[config.mk]
export PLATFORM = sky130hd
export DESIGN_NAME = mux_serializer_flat
export DESIGN_NICKNAME = d
export VERILOG_FILES = /design/src/rtl/mux_serializer_pkg.sv /design/src/rtl/mux_serializer_if.sv /design/src/rtl/mux_serializer_mux16.sv /design/src/rtl/mux_serializer.sv /design/src/flat_wrapper.sv
export SDC_FILE = /design/constraint.sdc
export NUM_CORES = 1
export LEC_CHECK = 0
export ABC_AREA = 1
export BUFFER_PORTS_ARGS = -buffer_cell sky130_fd_sc_hd__buf_2
export CORE_ASPECT_RATIO = 2
export CORE_MARGIN = 2
export CORE_UTILIZATION = 40
export DETAILED_ROUTE_END_ITERATION = 8
export GPL_TIMING_DRIVEN = 0
export MAX_ROUTING_LAYER = met4
export PLACE_DENSITY = 0.63
export SYNTH_ARGS = -nofsm -noshare
export SYNTH_HDL_FRONTEND = slang
export SYNTH_SLANG_ARGS = --single-unit
[constraint.sdc]
create_clock -name clk -period 3 [get_ports clk]
set_clock_uncertainty 0.2 [all_clocks]
set_input_delay 0 -clock clk [delete_from_list [all_inputs] [get_ports clk]]
set_output_delay 0 -clock clk [all_outputs]
set_load 0.005 [all_outputs]
[src/rtl/mux_serializer_pkg.sv]
`default_nettype none
// +----------------------------------------------------------------------+
// | mux_pkg                                                              |
// | Shared state encoding and sizing constants for mux_serializer.       |
// | Revision: 1.0                                                        |
// +----------------------------------------------------------------------+
package mux_pkg;

    localparam int SEL_W  = 4;
    localparam int NUM_IN = 16;

    localparam logic [SEL_W-1:0] LAST_SEL = 4'd15;

    localparam logic [1:0] IDLE  = 2'd0;
    localparam logic [1:0] SHIFT = 2'd1;
    localparam logic [1:0] DONE  = 2'd2;

endpackage
`default_nettype wire

[src/rtl/mux_serializer_if.sv]
`default_nettype none
// +----------------------------------------------------------------------+
// | mux_serializer_if                                                    |
// | Load handshake and serial output bundle of mux_serializer.           |
// | Revision: 1.0                                                        |
// +----------------------------------------------------------------------+
interface mux_serializer_if;

    logic                           load_valid;
    logic                           load_ready;
    logic [mux_pkg::NUM_IN-1:0]     data_in;
    logic                           abort;
    logic [mux_pkg::SEL_W-1:0]      sel;
    logic                           ser_out;
    logic                           ser_valid;
    logic                           done;

    modport master (
        output load_valid, data_in, abort,
        input  load_ready, sel, ser_out, ser_valid, done
    );

    modport slave (
        input  load_valid, data_in, abort,
        output load_ready, sel, ser_out, ser_valid, done
    );

endinterface
`default_nettype wire

[src/rtl/mux_serializer_mux16.sv]
`default_nettype none
// +----------------------------------------------------------------------+
// | mux_16                                                               |
// | 16:1 bit-select mux; s[0] is the most significant select bit.        |
// | Revision: 1.0                                                        |
// +----------------------------------------------------------------------+
module mux_16 (
    input  wire logic       a,
    input  wire logic       b,
    input  wire logic       c,
    input  wire logic       d,
    input  wire logic       e,
    input  wire logic       f,
    input  wire logic       g,
    input  wire logic       h,
    input  wire logic       i,
    input  wire logic       j,
    input  wire logic       k,
    input  wire logic       l,
    input  wire logic       m,
    input  wire logic       n,
    input  wire logic       o,
    input  wire logic       p,
    input  wire logic [3:0] s,
    output logic            out
);

    logic [15:0] w_in;
    logic [3:0]  w_idx;

    assign w_in  = {p, o, n, m, l, k, j, i, h, g, f, e, d, c, b, a};
    assign w_idx = {s[0], s[1], s[2], s[3]};
    assign out   = w_in[w_idx];

endmodule
`default_nettype wire

[src/rtl/mux_serializer.sv]
`default_nettype none
// +----------------------------------------------------------------------+
// | mux_serializer                                                       |
// | Steps the 16:1 mux select across a latched word, LSB first.          |
// | Revision: 1.0                                                        |
// +----------------------------------------------------------------------+
module mux_serializer
    import mux_pkg::*;
#(
    parameter int CLKS_PER_BIT = 1,
    parameter int CNT_W        = 8
) (
    input  wire logic       clk,
    input  wire logic       rst,
    mux_serializer_if.slave bus
);

    localparam logic [CNT_W-1:0] C_CNT_LAST = CNT_W'(CLKS_PER_BIT - 1);

    logic [1:0]        r_state;
    logic [1:0]        w_next;
    logic [NUM_IN-1:0] r_shadow;
    logic [SEL_W-1:0]  r_sel;
    logic [CNT_W-1:0]  r_cnt;

    logic w_accept;
    logic w_bit_end;
    logic w_last_bit;
    logic w_load_ready;
    logic w_ser_valid;
    logic w_done;
    logic w_mux_out;

    assign w_accept   = bus.load_valid & w_load_ready;
    assign w_bit_end  = (r_cnt == C_CNT_LAST);
    assign w_last_bit = w_bit_end & (r_sel == LAST_SEL);

    always_ff @(posedge clk or posedge rst) begin
        if (rst) begin
            r_state <= IDLE;
        end else begin
            r_state <= w_next;
        end
    end

    always_comb begin
        w_next = r_state;
        case (r_state)
            IDLE:    if (w_accept) w_next = SHIFT;
            SHIFT: begin
                if (bus.abort)       w_next = IDLE;
                else if (w_last_bit) w_next = DONE;
            end
            DONE:    w_next = IDLE;
            default: w_next = IDLE;
        endcase
    end

    always_comb begin
        w_load_ready = 1'b0;
        w_ser_valid  = 1'b0;
        w_done       = 1'b0;
        case (r_state)
            IDLE:    w_load_ready = ~bus.abort;
            SHIFT:   w_ser_valid  = 1'b1;
            DONE:    w_done       = 1'b1;
            default: w_load_ready = 1'b0;
        endcase
    end

    // sel parks on LAST_SEL after a word and only restarts on the next accept or an abort
    always_ff @(posedge clk or posedge rst) begin
        if (rst) begin
            r_shadow <= '0;
            r_sel    <= '0;
            r_cnt    <= '0;
        end else begin
            case (r_state)
                IDLE: begin
                    if (w_accept) begin
                        r_shadow <= bus.data_in;
                        r_sel    <= '0;
                        r_cnt    <= '0;
                    end
                end
                SHIFT: begin
                    if (bus.abort) begin
                        r_sel <= '0;
                        r_cnt <= '0;
                    end else if (w_bit_end) begin
                        r_cnt <= '0;
                        if (r_sel != LAST_SEL) r_sel <= r_sel + 1'b1;
                    end else begin
                        r_cnt <= r_cnt + 1'b1;
                    end
                end
                DONE: begin
                    if (bus.abort) r_sel <= '0;
                end
                default: begin
                    r_sel <= '0;
                    r_cnt <= '0;
                end
            endcase
        end
    end

    mux_16 u_mux (
        .a   (r_shadow[0]),
        .b   (r_shadow[1]),
        .c   (r_shadow[2]),
        .d   (r_shadow[3]),
        .e   (r_shadow[4]),
        .f   (r_shadow[5]),
        .g   (r_shadow[6]),
        .h   (r_shadow[7]),
        .i   (r_shadow[8]),
        .j   (r_shadow[9]),
        .k   (r_shadow[10]),
        .l   (r_shadow[11]),
        .m   (r_shadow[12]),
        .n   (r_shadow[13]),
        .o   (r_shadow[14]),
        .p   (r_shadow[15]),
        .s   ({r_sel[0], r_sel[1], r_sel[2], r_sel[3]}),
        .out (w_mux_out)
    );

    assign bus.load_ready = w_load_ready;
    assign bus.sel        = r_sel;
    assign bus.ser_valid  = w_ser_valid;
    assign bus.ser_out    = w_mux_out & w_ser_valid;
    assign bus.done       = w_done;

endmodule
`default_nettype wire

[src/flat_wrapper.sv]
// flat-port wrapper written by rule: the top's interface ports become plain ports
module mux_serializer_flat import mux_pkg::*;
#(
    parameter int CLKS_PER_BIT = 1,
    parameter int CNT_W        = 8
)
  (clk, rst, bus_load_valid, bus_data_in, bus_abort, bus_load_ready, bus_sel, bus_ser_out, bus_ser_valid, bus_done);
  mux_serializer_if bus_i ();
  input  wire logic clk;
  input  wire logic rst;
  input wire logic [$bits(bus_i.load_valid)-1:0] bus_load_valid;
  input wire logic [$bits(bus_i.data_in)-1:0] bus_data_in;
  input wire logic [$bits(bus_i.abort)-1:0] bus_abort;
  output wire logic [$bits(bus_i.load_ready)-1:0] bus_load_ready;
  output wire logic [$bits(bus_i.sel)-1:0] bus_sel;
  output wire logic [$bits(bus_i.ser_out)-1:0] bus_ser_out;
  output wire logic [$bits(bus_i.ser_valid)-1:0] bus_ser_valid;
  output wire logic [$bits(bus_i.done)-1:0] bus_done;
  assign bus_i.load_valid = bus_load_valid;
  assign bus_i.data_in = bus_data_in;
  assign bus_i.abort = bus_abort;
  assign bus_load_ready = bus_i.load_ready;
  assign bus_sel = bus_i.sel;
  assign bus_ser_out = bus_i.ser_out;
  assign bus_ser_valid = bus_i.ser_valid;
  assign bus_done = bus_i.done;
  mux_serializer #(.CLKS_PER_BIT(CLKS_PER_BIT), .CNT_W(CNT_W)) u_core (.clk(clk), .rst(rst), .bus(bus_i));
endmodule
# After elaboration in Yosys (flattened, before gate mapping)

Cells that the tools add are included.

Flip-flop bits (word level): 30
Latch bits: 0
RAM bits: 0
ROM bits: 0
Input bits: 20
Output and inout port bits: 8
Memories: 0

$add $sub $neg: 2
$mul: 0
Divide/modulo/power cells: 0
Magnitude comparators: 1
Equal/unequal tests: 9
Shift-type cells: 0
Mux-type cells: 19
Bitwise operators: 5
Reduce and logical (&&, ||, !) cells: 6

Operators by type and width:

| kind                | count |
|---|---|
| $mux 8              | 3 |
| $pmux 8 s3          | 1 |
| $mux 4              | 5 |
| $pmux 4 s3          | 1 |
| $ne 3x2->1 const B  | 3 |
| $add 8x1->8 const B | 1 |
| $logic_not 8->1     | 1 |
| $mux 2              | 3 |
| $reduce_and 2->1    | 3 |
| $lt 4x5->1 const B  | 1 |
| $add 4x1->4 const B | 1 |
| $bmux 1 s4          | 1 |
| $eq 4x4->1 const B  | 1 |
| $mux 1              | 4 |
| $ne 4x4->1 const B  | 1 |
| $pmux 2 s2          | 1 |
| $reduce_and 4->1    | 1 |
| $and 1x1->1         | 3 |
| $eq 2x1->1 const B  | 1 |
| $eq 2x2->1 const B  | 1 |
| $logic_not 2->1     | 1 |
| $ne 2x1->1 const B  | 1 |
| $ne 2x2->1 const B  | 1 |
| $not 1->1           | 2 |

# Logic depth before layout (Yosys ltp)

Gate-level depths: netlist (run 1).

Depth after elaboration: 5
Depth in mapped cells: 9
Depth with buffers taken out: 9

# Modules after synthesis

A second synthesis (run 1) with hierarchy kept.

Cell total of the unflattened synthesis: 257
Area, all modules: 1,809.2 um2

Modules (own cells, without submodules):

| module         | times used | cells each | area an instance (um2) |
|---|---|---|---|
| mux_serializer | 1          | 207        | 1,579.0 |
| mux_16         | 1          | 50         | 230.2 |

# Least setup slack after synthesis (run 1)

No wires, ideal clock.

Kind: reg2reg
From: register u_core.r_sel[0] (netlist: u_core.bus.sel[0])
To: register u_core.r_sel[3] (netlist: u_core.bus.sel[3])
Arrival time: 1.219 ns
Data required time: 2.735 ns
Path slack: 1.516 ns
Stages on the path, launching flop included: 7
Buffers on the path: 0
Clock period less this slack: 1.484 ns
Cells stage by stage: dfrtp_1 ha_1 nand3_1 o21ai_4 nand3b_4 nand2_1 nand2_1

Word-level cells in the longest chain between the ends: 5
Elaborated cells on any way between the ends: 8
Classes of those cells: add/sub (1); eq/ne (2); mux (4); reduce/logical (1)

Ends and longest elaborated chain:

| what                   | RTL line             | source |
|---|---|---|
| start, declared        | mux_serializer.sv:23 | `logic [SEL_W-1:0] r_sel;` |
| start signal, assigned | mux_serializer.sv:92 | `if (r_sel != LAST_SEL) r_sel <= r_sel + 1'b1;` |
| $add 4x1->4            | mux_serializer.sv:92 |  |
| $mux 4                 | mux_serializer.sv:92 |  |
| $mux 4                 | mux_serializer.sv:90 | `end else if (w_bit_end) begin` |
| $mux 4                 | mux_serializer.sv:87 | `if (bus.abort) begin` |
| $pmux 4 s3             | mux_serializer.sv:78 | `case (r_state)` |

Parallel ways exist; a longest one is shown, timed or not. The select of a mux whose other input is x is not followed.
A chain may end at the register's enable or synchronous reset.

# Worst setup path in the final report (run 1)

From: register u_core.r_state[0]
To: register u_core.r_shadow[12]

Word-level cells in the longest chain between the ends: 4

Ends and longest elaborated chain:

| what                           | RTL line                                   | source |
|---|---|---|
| start, declared                | mux_serializer.sv:20                       | `logic [1:0] r_state;` |
| start signal, assigned         | mux_serializer.sv:42                       | `r_state <= w_next;` |
| $logic_not 2->1 (*)            | mux_serializer.sv:63, mux_serializer.sv:78 |  |
| $mux 1                         | mux_serializer.sv:63                       | `case (r_state)` |
| $and 1x1->1                    | mux_serializer.sv:34                       | `assign w_accept = bus.load_valid & w_load_ready;` |
| $reduce_and 2->1 (no line) (*) | --                                         |  |
| end signal, assigned           | mux_serializer.sv:81                       | `r_shadow <= bus.data_in;` |
| end, declared                  | mux_serializer.sv:22                       | `logic [NUM_IN-1:0] r_shadow;` |

Every way passes the cells marked *; elsewhere a longest branch is shown, timed or not.

==> results of run 1 <==
## synth_stat cells, drive strengths merged
cell    number  share of area [%]
nor2        33                7.8
mux2         2                1.3
nand3       22                6.4
clkbuf       1               0.22
buf          5                2.3
o21ai       12                4.4
nand2       50                 12
nand4        9                3.3
ha           3                2.2
clkinv       1               0.29
dfrtp       30                 44
nor4         1               0.37
inv         35                7.7
a21oi       15                5.5
nand3b       1                1.2
nor3         1               0.95
## flip-flops by register name, summed over array words and instances, names as in the netlist
signal,count
u_core.r_state,2
u_core.r_cnt,8
u_core.bus.sel,4
u_core.r_shadow,16
## cells by family after synthesis
kind of cell	Yosys count	synth area share, %
compound gates	27	9.88
fa+ha+maj	3	2.19
buf+inv	42	10.5
flops	30	43.9
mux	2	1.32
simple gates	117	32.2
## worst max-delay path, cell delays in order (launching register included)
cell and delay (ps):
dfrtp_1 460, nor3_4 220, nand2_2 130, mux2_2 290, dlygate4sd3_1 550
## layer usage
metal	GRT usage, %	wire [um]	up-vias	share of wire [%]
met3	3.38	109	8	2.6
met1	17.7	1510	760	36
met5	-	0	-	0
met2	39.3	2460	25	59
li1	-	-	817	-
met4	9.72	93	0	2.2
## power groups by stage
stage / clock network [W] / logic, W / registers, W
CTS: 0.000417 / 0.000233 / 0.000473
finish: 0.000408 / 0.000229 / 0.000473
floorplan: 0 / 0.000147 / 0.000474
detailed placement: 0 / 0.000205 / 0.000481
global placement: 0 / 0.000201 / 0.000478
global route: 0.000438 / 0.000259 / 0.000477
## how the worst max path moves through the flow
stage,to,slack (ps),start,cells past startpoint
floorplan,u_core.bus.sel[3],1520,u_core.bus.sel[0],6
global placement,u_core.bus.sel[2],1290,u_core.r_cnt[0],8
detailed placement,u_core.bus.sel[2],1270,u_core.r_cnt[0],8
CTS,u_core.r_shadow[12],1020,u_core.r_state[0],4
global route,u_core.r_shadow[12],930,u_core.r_state[0],4
finish,u_core.r_shadow[12],1020,u_core.r_state[0],4
## area by class of cell
cell class / count / share of cell area [%]
Multi-Input combinational cell: 149 / 35.0
Sequential cell: 30 / 33.7
Timing Repair Buffer: 48 / 15.5
Inverter: 36 / 6.12
Clock buffer: 5 / 3.09
Tap cell: 52 / 2.92
Buffer: 6 / 1.96
Clock inverter: 3 / 1.80
## per-stage QoR
step / total power (W) / setup WS (ps) / utilization [%]
final: 0.00111 / 1020 / 54.5
after global routing: 0.00117 / 929 / 54.5
after CTS: 0.00112 / 1020 / 54.5
after detailed placement: 0.000686 / 1270 / 46.7
after global placement: 0.000679 / 1290 / 46.7
after floorplan: 0.000621 / 1520 / -
==> flow_summary.toml, run 1 <==
[clock_network]
cts_tree = "built"
cts.sinks = 30
clock_path_buffers = 2
cts.clk_slew.worst_paths_ps = 70
post_cts_buffers = 0
cts_root_buffer = "clkbuf_8"
insertion_delay_ps = 290
ctsHoldBuffers = 21
cts_max_level = 2
cts_buffers = 5
cts_resized = 0

[placement]
placed_cells = 300
placed_area_um2 = 1910
port_buffers = 27
gp_congestion = 0.809
hpwlAfterDp_mm = 3.05

[power_and_ir_drop]
power_frac_seq_pct = 42.6
clockPowerShare_pct = 36.8
power_density_nw_per_um2 = 498
switching_share_pct = 28.4
peakVddDrop_v = 0.000283
power.leakage_nw = 1.15
p_int_w = 0.000795
pwr-share-comb_pct = 20.6
netSwitchingPower_w = 0.000315

[synthesis]
synth_fp_nets = 244
synth_area_um2 = 1710
syn_area_per_cell_um2 = 7.74
yosysUniqueCellTypes = 26
synth_cells = 221
yosys_warnings = 0
ys_seq_area_share_pct = 43.9
ys_ff_latch = 30

[setup_path]
crit_type = "register to register"
r2r_setup_slack_ps = 1020
crit_fanout = 5
r2r_cells = 4
startpoint_type = "register"
crit_path_end_kind = "register"
worstReg2RegStart = "u_core.r_state[0]"
critPathRequiredTime_ps = 2970
crit_arrival_ps = 1940
worstReg2RegEnd = "u_core.r_shadow[12]"

[final_layout]
drive_gt1_share_pct = 21.7
syn_to_final_growth_pct = 30.4
fin_area_um2 = 2230
final_cell_mix = "nand2_1, inv_1, nor2_1"
multi_input_area_um2 = 779
fin_nets = 299
instances_no_fill = 329
fill_cells = 409
regArea_um2 = 751
diodes = 0
layout_commonest_cell = "nand2_1"

[timing]
rsz0062_at_grt = "false"
hold_violations = 0
max_freq_mhz = 506
hold_ws_ps = 284
tns_ps = 0
post-route-min-period_ps = 1980
fin_crit_sh_pct = 65.8
maxSlewHeadroom_pct = 22.1
worstMarginPinSlew_ps = 1170
setup_violations = 0
slew_violations = 0

[global_routing]
grt_use_total_pct = 20.0
grt_max_degree = 31
antenna_found_initial = 0
grt_pass1_wl_mm = 7.04
grt_overflow = 0
grt_pass1_vias = 1606

[drt]
wl_per_cell_um = 12.7
ant_nets = 0
route.detailed.drc = 0
drt_pre_antenna_iters = 4
initialDrtViolationCount = 40
vias_per_cell = 4.89
drt_wl_total_mm = 4.17
vias = 1610

[die]
die_w_um = 50.2
core_um2 = 4090
boundaryPins = 28
dieArea_um2 = 4850
initial_core_util_pct = 41.8
die_y_um = 96.5
num_rows = 33

[flow_run]
drv_cap = 0

[worst_hold_path]
min_path_cells = 4
hp-start = "bus_data_in[4]"
holdPathEnd = "u_core.r_shadow[4]"
hold_path_class = "input port to register"

[outcome]
status = "finished clean"
(Power assumes the default switching activity.)
==> run 2, diff against run 1 <==
--- a/config.mk
+++ b/config.mk
@@ -13,7 +13,7 @@
 export DETAILED_ROUTE_END_ITERATION = 8
 export GPL_TIMING_DRIVEN = 0
 export MAX_ROUTING_LAYER = met4
-export PLACE_DENSITY = 0.63
+export PLACE_DENSITY = 0.65
 export SYNTH_ARGS = -nofsm -noshare
 export SYNTH_HDL_FRONTEND = slang
 export SYNTH_SLANG_ARGS = --single-unit
==> constraint.sdc (replaced) <==
create_clock -name clk -period 1.8 [get_ports clk]
set_clock_uncertainty 0.2 [all_clocks]
set_input_delay 0 -clock clk [delete_from_list [all_inputs] [get_ports clk]]
set_output_delay 0 -clock clk [all_outputs]
set_load 0.005 [all_outputs]
==> flow_summary.toml, run 2 (same netlist as run 1, synthesis figures left out) <==
[global_routing]
use_met3_pct = 3.23
busiest_layer = "met2"
grt_max_degree = 31
grt_pass1_wl_mm = 7.16
grt_pass1_vias = 1616
grt_use_total_pct = 20.3
use_met2_pct = 39.4
grt_overflow = 0
grt_util_met1_pct = 18.4
antenna_found_initial = 0

[timing]
worstMarginPinSlew_ps = 668
tns_ps = 0
hold_violations = 0
max_freq_mhz = 591
maxSlewHeadroom_pct = 55.4
hold_ws_ps = 155
slew_violations = 0
setup_violations = 0
fin_crit_sh_pct = 94.0
post-route-min-period_ps = 1690
rsz0062_at_grt = "false"

[setup_path]
crit_top_cell = "nand3_1"
slowest_delay_ps = 460
crit_fanout = 10
critPathRequiredTime_ps = 1600
crit_type = "register to output port"
startpoint_type = "register"
critical_path.top_delay_family = "flip-flops"
crit_chain = "buf_6 > nand2_1 > nand3_1 > nand3_1 > nand3_1 > a21oi_1 > buf_2"
critPathBufInv = 2
crit_path_end_kind = "output port"
crit_arrival_ps = 1490
r2r_setup_slack_ps = 110
slowest_stage = "dfrtp_2"

[drt]
vias_per_cell = 4.82
drt_wl_total_mm = 4.20
wl_per_cell_um = 12.7
route.detailed.drc = 0
initialDrtViolationCount = 23
vias = 1590
drt_pre_antenna_iters = 4
ant_nets = 0

[final_layout]
top_register = "u_core.r_shadow"
fin_nets = 300
instances_no_fill = 330
largest_reg_flops = 16
regArea_um2 = 753
fin_area_um2 = 2230
fill_cells = 378
multi_input_area_um2 = 779
final_cell_mix = "nand2_1, inv_1, nor2_1"
diodes = 0
syn_to_final_growth_pct = 30.4
drive_gt1_share_pct = 23.4
layout_commonest_cell = "nand2_1"
utilization_pct = 54.6

[clock_network]
cts.clk_slew.worst_paths_ps = 70
cts_buffers = 5
clock_path_buffers = 2
cts_root_buffer = "clkbuf_8"
cts.sinks = 30
insertion_delay_ps = 280
cts_tree = "built"
cts_max_level = 2

[die]
die_w_um = 50.2
boundaryPins = 28
die_y_um = 96.5
dieArea_um2 = 4850
num_rows = 33
core_um2 = 4090
initial_core_util_pct = 41.8

[outcome]
status = "finished clean"

[placement]
hpwlAfterDp_mm = 3.03
gp_congestion = 0.793
placed_cells = 300
port_buffers = 27
placed_area_um2 = 1910

[power_and_ir_drop]
power.leakage_nw = 1.14
netSwitchingPower_w = 0.000506
pwr-share-comb_pct = 21.8
power_density_nw_per_um2 = 774
switching_share_pct = 29.3
power_frac_seq_pct = 45.6
peakVddDrop_v = 0.000446
clockPowerShare_pct = 32.5
p_int_w = 0.00122

[worst_hold_path]
hold_path_class = "input port to asynchronous set/reset pin"

[flow_run]
drv_cap = 0
==> run 2: cell count changes in the layout (fill, tap and decap cells not counted), sizes merged <==
cell,delta
buf,+3
clkbuf,+2
dlygate4sd3,-2
bufinv,-1
clkinv,-1
clkinvlp,+1
inv,-1
==> run 2: through the flow <==
stage	power, W	worst slack, ps
after floorplan	0.00104	316
after global placement	0.00113	103
after detailed placement	0.00114	74.3
after CTS	0.00174	25.0
after global routing	0.00183	7.87
final	0.00173	108
==> run 2: repair_timing <==
item	CTS	global route
buffers inserted	0	3
resized for setup	0	7
hold endpoints to repair	48	0
setup endpoints to repair	0	5
hold buffers	19	0
==> run 2: cell type report <==
type,instances,share of cell area (%)
Tap cell,52,2.92
Clock buffer,7,3.87
Buffer,6,2.41
Timing Repair Buffer,49,15.6
Inverter,36,6.28
Sequential cell,30,33.8
Multi-Input combinational cell,149,34.9
Clock inverter,1,0.224
==> run 2: power groups by stage <==
stage	clock [W]	sequential, W	combinational [W]
detailed placement	0	0.000800	0.000340
global placement	0	0.000797	0.000334
global route	0.000605	0.000795	0.000431
CTS	0.000582	0.000788	0.000373
finish	0.000562	0.000788	0.000377
floorplan	0	0.000790	0.000245
==> run 2: worst paths after layout <==
path | startpoint | to | cells past startpoint
min | rst | u_core.r_cnt[2] | 3
min in group clk | bus_data_in[8] | u_core.r_shadow[8] | 4
min reg2reg | u_core.r_shadow[14] | u_core.r_shadow[14] | 2
max in group asynchronous | rst | u_core.bus.sel[0] | 3
max | u_core.bus.sel[0] | bus_ser_out | 7
max reg2reg | u_core.r_cnt[0] | u_core.bus.sel[1] | 8
==> run 2: layer usage <==
metal / routed length (um) / up-vias
li1: - / 816
met1: 1550 / 736
met2: 2440 / 28
met3: 98 / 10
met4: 116 / 0
met5: 0 / -
==> run 2: worst reg2reg max path, delay by kind of cell (launching register included) <==
family | cells | cell delay, ps
simple gates | 6 | 750
fa+ha+maj | 1 | 160
flops | 1 | 440
buf+inv | 1 | 70
